### src/rtl/r4mdc_stage_ctrl.sv
// Radix-4 MDC stage controller: input commutator/delay-line sequencing, zero-pad
// flush completion, butterfly valid/twiddle issue and result-valid delay pipe.
module r4mdc_stage_ctrl #(
    parameter int unsigned L_LOG2   = 2,
    parameter int unsigned PIPE_LAT = 1
) (
    input  logic              clk,
    input  logic              rst,
    input  logic              in_valid,
    output logic              in_ready,
    input  logic              flush,
    output logic [1:0]        comm_sel,
    output logic              dl_we,
    output logic              pad_en,
    output logic              bf_valid,
    output logic [L_LOG2-1:0] tw_k,
    output logic              out_valid,
    output logic              frame_done,
    output logic              busy
);

    localparam int unsigned CW = L_LOG2 + 2;
    localparam logic [L_LOG2-1:0] TW_LAST = '1;

    typedef enum logic [1:0] {
        IDLE  = 2'd0,
        RUN   = 2'd1,
        DRAIN = 2'd2
    } state_t;

    state_t            state;
    logic [CW-1:0]     cnt;
    logic [CW-1:0]     cnt_inc;
    logic              accept;
    logic              step;
    logic              last_path;
    logic [PIPE_LAT-1:0] v_pipe;
    logic [PIPE_LAT-1:0] last_pipe;

    // Sample-rate controls follow the current count; reset masks them immediately.
    assign in_ready  = ~rst & (state != DRAIN);
    assign accept    = in_valid & in_ready;
    assign step      = (state == DRAIN) ? ~rst : accept;
    assign cnt_inc   = cnt + CW'(1);
    assign comm_sel  = cnt[CW-1 -: 2];
    assign last_path = (comm_sel == 2'b11);
    assign dl_we     = step;
    assign pad_en    = ~rst & (state == DRAIN);
    assign busy      = ~rst & (state != IDLE);

    assign out_valid  = v_pipe[PIPE_LAT-1];
    assign frame_done = last_pipe[PIPE_LAT-1];

    always_ff @(posedge clk) begin
        if (rst) begin
            state     <= IDLE;
            cnt       <= '0;
            bf_valid  <= 1'b0;
            tw_k      <= '0;
            v_pipe    <= '0;
            last_pipe <= '0;
        end else begin
            if (step) begin
                cnt <= cnt_inc;
            end

            // A same-cycle accept is counted before flush is considered.
            case (state)
                IDLE: begin
                    if (accept) begin
                        state <= RUN;
                    end
                end
                RUN: begin
                    if (step && (cnt_inc == '0)) begin
                        state <= IDLE;
                    end else if (flush) begin
                        state <= DRAIN;
                    end
                end
                DRAIN: begin
                    if (cnt_inc == '0) begin
                        state <= IDLE;
                    end
                end
                default: state <= IDLE;
            endcase

            // All four paths are aligned once the fourth quarter of the block arrives.
            bf_valid <= step & last_path;
            if (step && last_path) begin
                tw_k <= cnt[L_LOG2-1:0];
            end

            v_pipe[0]    <= bf_valid;
            last_pipe[0] <= bf_valid & (tw_k == TW_LAST);
            for (int i = 1; i < int'(PIPE_LAT); i++) begin
                v_pipe[i]    <= v_pipe[i-1];
                last_pipe[i] <= last_pipe[i-1];
            end
        end
    end

endmodule

### config.mk
export PLATFORM = sky130hd
export DESIGN_NAME = r4mdc_stage_ctrl
export DESIGN_NICKNAME = d
export VERILOG_FILES = /design/src/rtl/r4mdc_stage_ctrl.sv
export SDC_FILE = /design/constraint.sdc
export NUM_CORES = 1
export LEC_CHECK = 0
export CORE_AREA = 2 2 39 41
export DETAILED_ROUTE_END_ITERATION = 6
export DIE_AREA = 0 0 41 43
export PLACE_DENSITY = 0.76
export SETUP_SLACK_MARGIN = 0.5
export SKIP_LAST_GASP = 1
export SLEW_MARGIN = 5
export SYNTH_ARGS = -nofsm -noshare
export SYNTH_HDL_FRONTEND = slang
export SYNTH_SLANG_ARGS = --single-unit
### constraint.sdc
create_clock -name clk -period 2.9 [get_ports clk]
set_input_delay 0.58 -clock clk [delete_from_list [all_inputs] [get_ports clk]]
set_output_delay 0.58 -clock clk [all_outputs]
set_load 0.05 [all_outputs]
==> metrics.txt <==
Yosys top cell area share 43.9%; Netlist cell types 25; Placer Congestion 0.743; drt total wl about 940 microns; min-delay src bf_valid; DRT antenna net count 0; vias in the first global route 369; routed length per instance 11.1 microns; Reg-to-Reg End state[1]; # diodes 0; YS warnings 0; Max Clk Rate approximately 450 MHz; CP max FO 10; cts hold-fix bufs 0; DP Cell Count 80; Core ar. 1380 sq um; Starting Density 36.3%; io pins 15; Finished Layout Cells 84; Die Y 43 microns; CTS Root Cell clkbuf_4; cell count after synthesis 52; CTS tree built; worst min-delay path category register to register; Slew Limit Fails 0; cell depth of the worst flop-to-flop path 5; largest net degree at the start of global routing 11; Overall Global Routing Usage 14.3%; Placed Instance Area 689 sq um; Post-CTS Setup Bufs 0; max-cap viol count 0; worst IR drop on VDD 0.242 mV; Tcrit/Tclk final 77.2%; largest area contributor in the netlist dfxtp_1; first-pass GRT wire length around 1.6 mm; CTS H-Tree Depth 1; clk_lat worst skew 260 ps; leakage ~0.30 nW; reg2reg start cnt[0]; total die area 1760 sq um; Util after Layout roughly half; Post-Syn Nets 57; initial antenna violation count 0; Worst Setup Path Type primary input to output port; DRT Pass-1 Iters 3; arrival time at the worst endpoint approximately 1700 ps; Avg Inst Size Synth 9.65 sq um; Vias/cell 4.88; # nets final 74; Synth Cell Area about 500 sq um; sequential element share of the synthesized area ~44%; final instance area 716 sq um; Least-Margin Pin Slew 490 ps; WHS Path Cells 1; post-cts repair resize count 0; Final WS setup 661 ps; Tmin final 2240 ps; Area growth syn-to-layout 42.6%; share of layout cells above drive strength 1 14.7%; Residual DRC 0; CTS Buffer Depth 2; Final Skew 1.81 ps; Pwr per Cell Area 449 nW/um^2; critical path launch point type primary input; Hold Fails Final Rpt 0; Die X 41 microns; # port buffers 14; DR vias 410; final setup violating endpoints 0; 1st-iter DRT viols 11; CP Capture Type output port; RSZ-0062 raised after global routing false; largest cells by area after synthesis dfxtp_1 44%, mux2i_1 8.0%, nor2_1 6.0%, xnor2_1 3.5%, a21oi_4 3.2%; Hold Crit Endpoint out_valid; Sum Neg Setup Slack 0 ps; clk slew on worst S/H paths approximately 70 ps; CP Data Required Time about 2300 ps; CTS Buf Count 3; Post-DP HPWL 699 microns; FP Rows 14; status finished, final reports clean; clk sink count 11; Place WS 618 ps; synthesized flop and latch total 11; reg-to-reg slack, setup approximately 1700 ps; Rel. slew slack 67.3%; remaining global-route overflow 0
[power by group]
part	switching, W	internal [W]
Combinational	0.0000295	0.0000281
Clock	0.0000480	0.0000532
Sequential	0.00000650	0.000156
Total	0.0000840	0.000237
[cells in the final DEF (no fill, tap or decap)]
cell type        netlist  layout
a211o_1                1       1
a211oi_1               1       1
a21o_1                 1       1
a21oi_1                1       1
a21oi_4                1       1
and2_1                 1       1
and3_1                 1       1
buf_12                 0       4
buf_4                  2       1
clkbuf_1               0       1
clkbuf_4               0       3
clkdlybuf4s50_1        0      10
dfxtp_1               11      11
ha_1                   1       1
inv_1                  3       3
mux2i_1                4       4
nand2_1                2       2
nand2b_1               1       1
nand2b_4               1       1
nand3_1                2       2
nand4bb_1              1       1
nor2_1                 8       8
nor2b_1                2       2
o21ai_1                1       1
o32ai_1                1       1
or4_1                  1       1
or4b_1                 1       1
xnor2_1                2       2
[how the worst max path moves through the flow]
stage	startpoint	end	slack, ps	cells past startpoint
2_1_floorplan	rst	in_ready	880	2
3_3_place_gp	rst	tw_k[0]	610	6
3_5_place_dp	rst	tw_k[1]	620	6
4_1_cts	rst	dl_we	650	3
5_1_grt	rst	dl_we	590	3
6_report	rst	dl_we	660	3
[layout make-up]
type	instances	area [sq um]
multi-input combinational	35	250
timing repair buffer	15	188
fill	125	668
sequential	11	220
tap	16	20.0
inverter	3	11.3
clock buffer	4	26.3
[flip-flops by register name, summed over array words and instances (netlist names)]
signal / count
frame_done: 1
state: 2
bf_valid: 1
tw_k: 2
out_valid: 1
cnt: 4
[per-stage QoR]
step	hold slack [ps]	total power, W
finish	480	0.000321
global placement	471	0.000222
CTS	482	0.000326
detailed placement	471	0.000224
global route	491	0.000339
floorplan	462	0.000197
[synth_stat cells]
cell type  count
nand4bb_1      1
xnor2_1        2
and2_1         1
a21oi_1        1
a211o_1        1
or4_1          1
nor2_1         8
nand2b_1       1
a21oi_4        1
or4b_1         1
o21ai_1        1
nand2_1        2
inv_1          3
a211oi_1       1
dfxtp_1       11
a21o_1         1
buf_2          1
mux2i_1        4
buf_4          2
nand3_1        2
nand2b_4       1
and3_1         1
ha_1           1
nor2b_1        2
o32ai_1        1
[logic make-up (layout without fill, tap and decap cells)]
family | count (synthesis) | in the layout | share of synthesized area (%)
xor gates and xnor gates | 2 | 2 | 3.49
adders and majority gates | 1 | 1 | 2.49
muxes | 4 | 4 | 7.98
buffers and inverters | 6 | 22 | 6.23
AOI/OAI and AO/OA | 7 | 7 | 11.7
DFF | 11 | 11 | 43.9
and+or+nand+nor | 21 | 21 | 24.2
[critical path, cell delays in order]
cell	delay [ps]
clkdlybuf4s50_1	610
a21oi_4	300
buf_12	170
[routing by layer]
layer	GRT usage (%)	wire, microns
met5	0	0
met4	12.0	37
met3	4.71	54
met2	19.1	442
met1	17.7	401
No activity file was read; power rests on OpenSTA's default activity.
